`src/rtl/ifft_pkg.sv`:
```
// Shared constants and FSM encoding for the OFDM IFFT packet sequencer.
// Holds the default FFT size, sample width and symbol counter width.
package ifft_pkg;
    localparam int LGN = 6;
    localparam int N   = 1 << LGN;
    localparam int DW  = 16;
    localparam int SCW = 8;

    typedef enum logic [1:0] {IDLE, RUN, PAD, FLUSH} state_t;
endpackage

```
`src/rtl/ifft_out_qual.sv`:
```
// Output qualification for the IFFT result stream: discards pipeline-fill
// outputs, tracks the in-packet output position and flags first/last beats.
module ifft_out_qual
    import ifft_pkg::*;
#(
    parameter int LGN = ifft_pkg::LGN,
    parameter int SCW = ifft_pkg::SCW
) (
    input  logic           i_clk,
    input  logic           i_reset_n,
    input  logic           i_clr,
    input  logic           i_active,
    input  logic           i_flush,
    input  logic           i_ce,
    input  logic           i_sync,
    input  logic           i_m_ready,
    input  logic [SCW-1:0] i_sym_in,
    output logic           o_m_valid,
    output logic           o_m_first,
    output logic           o_m_last
);
    logic           r_pend;
    logic           r_started;
    logic [LGN-1:0] r_out_idx;
    logic [SCW-1:0] r_sym_out;
    logic           w_acc;
    logic           w_fill;
    logic [SCW-1:0] w_sym_last;

    assign o_m_valid  = r_pend && (r_started || i_sync) && i_active;
    assign w_acc      = o_m_valid && i_m_ready;
    // Outputs ahead of the first sync are leftovers of the pipeline fill.
    assign w_fill     = r_pend && !r_started && !i_sync;
    assign w_sym_last = i_sym_in - SCW'(1);
    assign o_m_first  = o_m_valid && (r_out_idx == '0);
    assign o_m_last   = o_m_valid && (&r_out_idx) && (r_sym_out == w_sym_last) && i_flush;

    always_ff @(posedge i_clk or negedge i_reset_n) begin
        if (!i_reset_n) begin
            r_pend    <= 1'b0;
            r_started <= 1'b0;
            r_out_idx <= '0;
            r_sym_out <= '0;
        end else if (i_clr) begin
            r_pend    <= 1'b0;
            r_started <= 1'b0;
            r_out_idx <= '0;
            r_sym_out <= '0;
        end else begin
            if (i_ce)
                r_pend <= 1'b1;
            else if (w_acc || w_fill)
                r_pend <= 1'b0;
            if (w_acc && i_sync)
                r_started <= 1'b1;
            if (w_acc) begin
                r_out_idx <= r_out_idx + 1'b1;
                if (&r_out_idx)
                    r_sym_out <= r_sym_out + 1'b1;
            end
        end
    end
endmodule

```
`src/rtl/ifft_frame_ctrl.sv`:
```
// Packet sequencer around a pipelined IFFT: feeds symbols, zero-pads a short
// final symbol, flushes the pipeline and streams results with global-CE stall.
module ifft_frame_ctrl
    import ifft_pkg::*;
#(
    parameter int LGN = ifft_pkg::LGN,
    parameter int DW  = ifft_pkg::DW,
    parameter int SCW = ifft_pkg::SCW
) (
    input  logic          i_clk,
    input  logic          i_reset_n,
    input  logic          i_abort,
    input  logic          s_valid,
    output logic          s_ready,
    input  logic [2*DW-1:0] s_data,
    input  logic          s_last,
    output logic          o_ifft_reset,
    output logic          o_ifft_ce,
    output logic [2*DW-1:0] o_ifft_sample,
    input  logic [2*DW-1:0] i_ifft_result,
    input  logic          i_ifft_sync,
    output logic          m_valid,
    input  logic          m_ready,
    output logic [2*DW-1:0] m_data,
    output logic          m_first,
    output logic          m_last,
    output logic          o_busy,
    output logic          o_err_partial
);
    state_t         r_state;
    logic [LGN-1:0] r_in_idx;
    logic [SCW-1:0] r_sym_in;
    logic           r_err_partial;
    logic           w_idle, w_run, w_pad, w_flush;
    logic           w_adv, w_acc_in, w_in_wrap, w_qual_clr;

    assign w_idle    = (r_state == IDLE);
    assign w_run     = (r_state == RUN);
    assign w_pad     = (r_state == PAD);
    assign w_flush   = (r_state == FLUSH);
    // Hold the whole IFFT while a result waits downstream so none is overwritten.
    assign w_adv     = !m_valid || m_ready;
    assign w_in_wrap = &r_in_idx;

    assign s_ready       = w_run && w_adv && !i_abort;
    assign w_acc_in      = s_valid && s_ready;
    assign o_ifft_ce     = w_acc_in || ((w_pad || w_flush) && w_adv && !i_abort);
    assign o_ifft_sample = w_run ? s_data : '0;
    assign o_ifft_reset  = (w_idle && s_valid) || (!w_idle && i_abort);
    assign o_busy        = !w_idle;
    assign o_err_partial = r_err_partial;
    assign m_data        = i_ifft_result;
    assign w_qual_clr    = w_idle || i_abort;

    always_ff @(posedge i_clk or negedge i_reset_n) begin
        if (!i_reset_n) begin
            r_state       <= IDLE;
            r_in_idx      <= '0;
            r_sym_in      <= '0;
            r_err_partial <= 1'b0;
        end else begin
            r_err_partial <= 1'b0;
            if (!w_idle && i_abort) begin
                r_state  <= IDLE;
                r_in_idx <= '0;
                r_sym_in <= '0;
            end else begin
                case (r_state)
                    IDLE: if (s_valid) begin
                        r_state  <= RUN;
                        r_in_idx <= '0;
                        r_sym_in <= '0;
                    end
                    RUN: if (w_acc_in) begin
                        r_in_idx <= r_in_idx + 1'b1;
                        if (w_in_wrap)
                            r_sym_in <= r_sym_in + 1'b1;
                        if (s_last) begin
                            if (w_in_wrap) begin
                                r_state <= FLUSH;
                            end else begin
                                r_state       <= PAD;
                                r_err_partial <= 1'b1;
                            end
                        end
                    end
                    PAD: if (o_ifft_ce) begin
                        r_in_idx <= r_in_idx + 1'b1;
                        if (w_in_wrap) begin
                            r_sym_in <= r_sym_in + 1'b1;
                            r_state  <= FLUSH;
                        end
                    end
                    FLUSH: if (m_last && m_ready)
                        r_state <= IDLE;
                    default: r_state <= IDLE;
                endcase
            end
        end
    end

    ifft_out_qual #(.LGN(LGN), .SCW(SCW)) u_qual (
        .i_clk     (i_clk),
        .i_reset_n (i_reset_n),
        .i_clr     (w_qual_clr),
        .i_active  (!w_idle),
        .i_flush   (w_flush),
        .i_ce      (o_ifft_ce),
        .i_sync    (i_ifft_sync),
        .i_m_ready (m_ready),
        .i_sym_in  (r_sym_in),
        .o_m_valid (m_valid),
        .o_m_first (m_first),
        .o_m_last  (m_last)
    );
endmodule

```
`config.mk`:
```
export PLATFORM = sky130hd
export DESIGN_NAME = ifft_frame_ctrl
export DESIGN_NICKNAME = d
export VERILOG_FILES = /design/src/rtl/ifft_pkg.sv /design/src/rtl/ifft_out_qual.sv /design/src/rtl/ifft_frame_ctrl.sv
export SDC_FILE = /design/constraint.sdc
export NUM_CORES = 1
export LEC_CHECK = 0
export CORE_MARGIN = 8
export CORE_UTILIZATION = 40
export DETAILED_ROUTE_END_ITERATION = 10
export GPL_TIMING_DRIVEN = 0
export PLACE_DENSITY = 0.9
export REMOVE_ABC_BUFFERS = 1
export SKIP_LAST_GASP = 1
export SLEW_MARGIN = 5
export SYNTH_ARGS = -nofsm -noshare
export SYNTH_HDL_FRONTEND = slang
export SYNTH_SLANG_ARGS = --single-unit
```
`constraint.sdc`:
```
create_clock -name i_clk -period 2.4 [get_ports i_clk]
set_input_delay 0.36 -clock i_clk [delete_from_list [all_inputs] [get_ports i_clk]]
set_output_delay 0.36 -clock i_clk [all_outputs]
set_load 0.01 [all_outputs]
```
# [Word-level counts from Yosys, hierarchy flattened]
# Index checks and enable logic that the tools add are counted.
[op_classes] addsub=5 n_eq_ne=10 muxes=36 n_reduce_logical=42
[op_table] cell="two-way mux 8 bit" n=8
[op_table] cell="two-way mux 6 bit" n=6
[op_table] cell="two-way mux 32 bit" n=1
[op_table] cell="case mux 8 bit (3 select lines)" n=1
[op_table] cell="logical AND 1 bit" n=18
[op_table] cell="case mux 6 bit (3 select lines)" n=1
[op_table] cell="AND reduction 6 bit" n=3
[op_table] cell="adder 8 x 1 -> 8 bit (second input constant)" n=2
[op_table] cell="two-way mux 2 bit" n=7
[op_table] cell="adder 6 x 1 -> 6 bit (second input constant)" n=2
[op_table] cell="two-way mux 1 bit" n=11
[op_table] cell="!= test 3 x 2 -> 1 bit (second input constant)" n=3
[op_table] cell="== test 8 bit" n=1
[op_table] cell="case mux 2 bit (4 select lines)" n=1
[op_table] cell="subtractor 8 x 1 -> 8 bit (second input constant)" n=1
[op_table] cell="logical OR 1 bit" n=7
[op_table] cell="zero test 6 bit" n=1
[op_table] cell="!= test 3 x 1 -> 1 bit (second input constant)" n=2
[op_table] cell="nonzero test 2 bit" n=3
[op_table] cell="zero test 1 bit" n=5
[op_table] cell="== test 2 bit (second input constant)" n=2
[op_table] cell="AND reduction 4 bit" n=1
[op_table] cell="nonzero test 4 bit" n=1
[op_table] cell="!= test 3 bit (second input constant)" n=1
[op_table] cell="4 further kinds" n=4
[totals] regBits=33 input_bits=71

# [Depth between registers and ports, before layout]
[depth] depth_word=12 depth_mapped=11

# [By module]
# Synthesis repeated with hierarchy kept, for this count alone.
[unflattened] cells_unflattened=315 hier_area_um2=2608.8
[by_module_without_submodules] module="ifft_frame_ctrl" n_inst=1 cells_per_inst=194 area_each_um2=1552.7 seq_area_each_um2=425.4
[by_module_without_submodules] module="ifft_out_qual" n_inst=1 cells_per_inst=121 area_each_um2=1056.0 seq_area_each_um2=400.4

# [Least setup slack after synthesis]
# Ideal clock, no wire load.
[synth_path] kind="reg2out" start="reg r_sym_in[0]" end="out m_last" arrival_ns=1.775 slack_ns=0.265 stages_incl_launch_ff=9 path_cell_list="dfrtp_1 -> buf_6 -> inv_1 -> ha_1 -> xnor2_1 -> a211oi_2 -> nand3_1 -> nor4_2 -> and4_2"
[synth_between] elab_chain_len=4
[synth_lines] element="start: declaration" line="ifft_frame_ctrl.sv:32" source="logic [SCW-1:0] r_sym_in;"
[synth_lines] element="start signal: assignment" line="ifft_frame_ctrl.sv:77" source="r_sym_in <= r_sym_in + 1'b1;"
[synth_lines] element="start signal: assignment" line="ifft_frame_ctrl.sv:90" source="r_sym_in <= r_sym_in + 1'b1;"
[synth_lines] element="subtractor 8 x 1 -> 8 bit" line="ifft_out_qual.sv:34" source="assign w_sym_last = i_sym_in - SCW'(1);"
[synth_lines] element="== test 8 bit" line="ifft_out_qual.sv:36" source="assign o_m_last = o_m_valid && (&r_out_idx) && (r_sym_out == w_sym_last) && i_flush;"
[synth_lines] element="logical AND 1 bit (2 in a row)" line="ifft_out_qual.sv:36"
[synth_lines] element="end: declaration" line="ifft_frame_ctrl.sv:26" source="output logic m_last,"
# No other way between the ends.

# [Worst setup path in the final report]
[layout_path] start="reg r_sym_in[1]" end="out m_last"
# The elaborated chain is that of the path after synthesis.

==> flow_summary.ini <==
[layout]
drive_above_1_share_pct = 12.4
finish.utilization_pct = 51.3
fin_area_mm2 = 0.00341
fin_nets = 444
diodes = 0
areaGrowthSynthToFinish_pct = 27.3

[synthesis]
synth_top_family_by_area = simple AND/OR/NAND/NOR gates
synth_mux_area_share_pct = 1.12
synth_top_area_share_pct = 30.9
synth_compound_area_share_pct = 15.1
ys_seq_area_share_pct = 30.9
synthCells = 322
async_reset_ff_share_pct = 100
synth_edf_count = 0
yosysWarnings = 0
yosysTopAreaCell = dfrtp_1
syn_area_mm2 = 0.00268
synth_seq_cells = 33
synth_simple_gate_area_share_pct = 26.5
synth_area_leaders = dfrtp_1 31%, buf_4 9.8%, and2_1 8.2%
synthFlopType = dfrtp_1
synth_fa_ha_area_share_pct = 5.14
synth.distinct_cells = 53
avgSynthCellArea_um2 = 8.31
synth_common_cells = 35 x and2_1, 35 x buf_4, 33 x dfrtp_1
synth_xor_area_share_pct = 7.15

[power_and_ir_drop]
power.static_leakage_nw = 1.39
ir_worst_vdd_mv = 0.271
p_per_area_mw_per_mm2 = 714

[status]
violations = negative setup slack
status = finished with violations

[clocking]
clock_sink_count = 33
clockRootBuffer = clkbuf_8
clkLatencyLatePin_ps = 290
cts_tree = built
clockBufferDepth = 2
htreeDepth = 2
clk_pin_slew_ps = 70
cts_made_buffers = 5

[floorplanning]
die_x_um = 97.8
io_pins = 143
initial_utilization_pct = 40.3
core_area_mm2 = 0.00664
die_y_um = 97.8
placement_rows = 30
die-area_mm2 = 0.00956

[flow_run]
cap_violations = 0

[timing]
holdWs_ps = 133
setup_ws_ps = -16.8
rsz0062_at_grt = true
worstMarginPinSlew_ps = 740
min_period_ps = 2420
drv_slew = 0
fmax_ghz = 0.414
finalCritPeriodShare_pct = 101
setup_viol = 1
relSlewSlack_pct = 50.6
tns_ps = -16.8
fin_skew_ps = 8.05
hold_viol = 0

[drt]
wl_um = 8290
drc = 0
via_per_inst = 5.57
postRouteAntennaNets = 0
avgRoutedWirePerCell_um = 18.7
first_pass_iters = 4
num_vias = 2466
drt_iter0_drc = 149

[min_path]
worstHoldPathType = in2async

[place]
io_buffers = 78
place.gp.congestion = 0.877
dp.final_hpwl_um = 6350
placed_cell_area_mm2 = 0.00321
place_ws_ps = -410

[global_routing]
grt_pass1_wl_um = 12900
grt_antenna_before_repair = 0
grt_max_degree = 39
grt_use_total_pct = 16.8
grt_pass1_vias = 2409
globalRouteOverflowTotal = 0

[worst_setup_path]
critical_path_class = reg2out
end_kind = output port
cp_max_fo = 6
cp.required_ps = 2040
start_kind = flip-flop
worstPathArrival_ps = 2060
## cell usage in the layout, fill, tap and decap left out, types with 2 or more instances in the layout
cell              n
a21oi_1           9
a21oi_2           2
a31oi_1           3
and2_1           34
and2_4            2
and3_1            5
buf_4             5
clkbuf_8          5
clkdlybuf4s50_1  74
clkinv_2          2
dfrtp_1          29
dfrtp_2           4
ha_1              8
ha_4              3
inv_1             5
inv_2             5
mux2i_1           3
nand2_1          22
nand2b_1          7
nand3_1          14
nand4_1           2
nor2_1           30
nor2_2            2
nor3_1            2
nor3_2            2
o21ai_0          26
o31ai_1           4
xnor2_1          11
xor2_1            9
## final cells by class
class                           instances  area, um2
Multi-Input combinational cell        229       1540
Sequential cell                        33        831
Inverter                               10       37.5
Tap cell                               80        100
Fill cell                             581       3240
Clock inverter                          2       10.0
Clock buffer                            6       72.6
Timing Repair Buffer                   83        816
## state kept, by name (all words and copies together), names as in the netlist
name and cells:
u_qual.r_started 1, u_qual.r_out_idx 6, u_qual.r_pend 1, r_sym_in 8, o_err_partial 1, r_in_idx 6
r_state 2, u_qual.r_sym_out 8
## logic make-up (layout without fill, tap and decap cells)
kind of cell             Yosys count  in the layout
adder cells (fa/ha/maj)           11             11
XOR/XNOR                          21             21
flip-flops                        33             33
AND/OR/NAND/NOR                  133            133
multiplexers                       3              3
AO/OA/AOI/OAI                     61             61
buffers and inverters             60            101
## final timing paths
path / startpoint / end / slack (ps) / depth (start not counted)
min in group i_clk: r_in_idx[1] / r_in_idx[1] / 510 / 2
max in group asynchronous: i_reset_n / r_sym_in[0] / 1740 / 1
worst max-delay path: r_sym_in[1] / m_last / -20 / 7
worst max register to register: r_state[0] / r_in_idx[5] / 150 / 7
worst min-delay path: i_reset_n / u_qual.r_out_idx[0] / 130 / 1
worst min register to register: r_in_idx[1] / r_in_idx[1] / 510 / 2
## worst max-delay path, stage by stage, from the launching register on
cell	delay (ps)
dfrtp_2	420
buf_4	170
nor2_2	210
xor2_1	220
o21ai_1	80
a221o_1	310
and4_2	240
buf_6	120
## per-stage QoR
stage	total power [W]	instances
5_1_grt	0.00259	443
3_3_place_gp	0.00189	430
3_5_place_dp	0.00194	430
6_report	0.00243	443
2_1_floorplan	0.00134	272
4_1_cts	0.00242	442
## repair_timing
action | 4_1_cts | 5_1_grt
gates resized for setup | 20 | 8
buffers inserted | 4 | 1
pin swaps | 4 | 2
endpoints found under the setup margin | 52 | 4
hold buffers | 0 | 0
## layer usage
layer | share of wire, % | global-route usage [%] | vias to the layer above
li1 | - | - | 1127
met1 | 42 | 19.8 | 1176
met2 | 44 | 25.6 | 155
met3 | 13 | 9.82 | 8
met4 | 0.87 | 3.24 | 0
met5 | 0 | 2.19 | -
## where the power goes
part,internal [W],switching (W),leakage [nW]
combinational,0.000657,0.000748,0.891
sequential,0.000594,0.0000312,0.451
clock,0.000201,0.000202,0.0450
total,0.00145,0.000981,1.39
(Power assumes the default switching activity.)
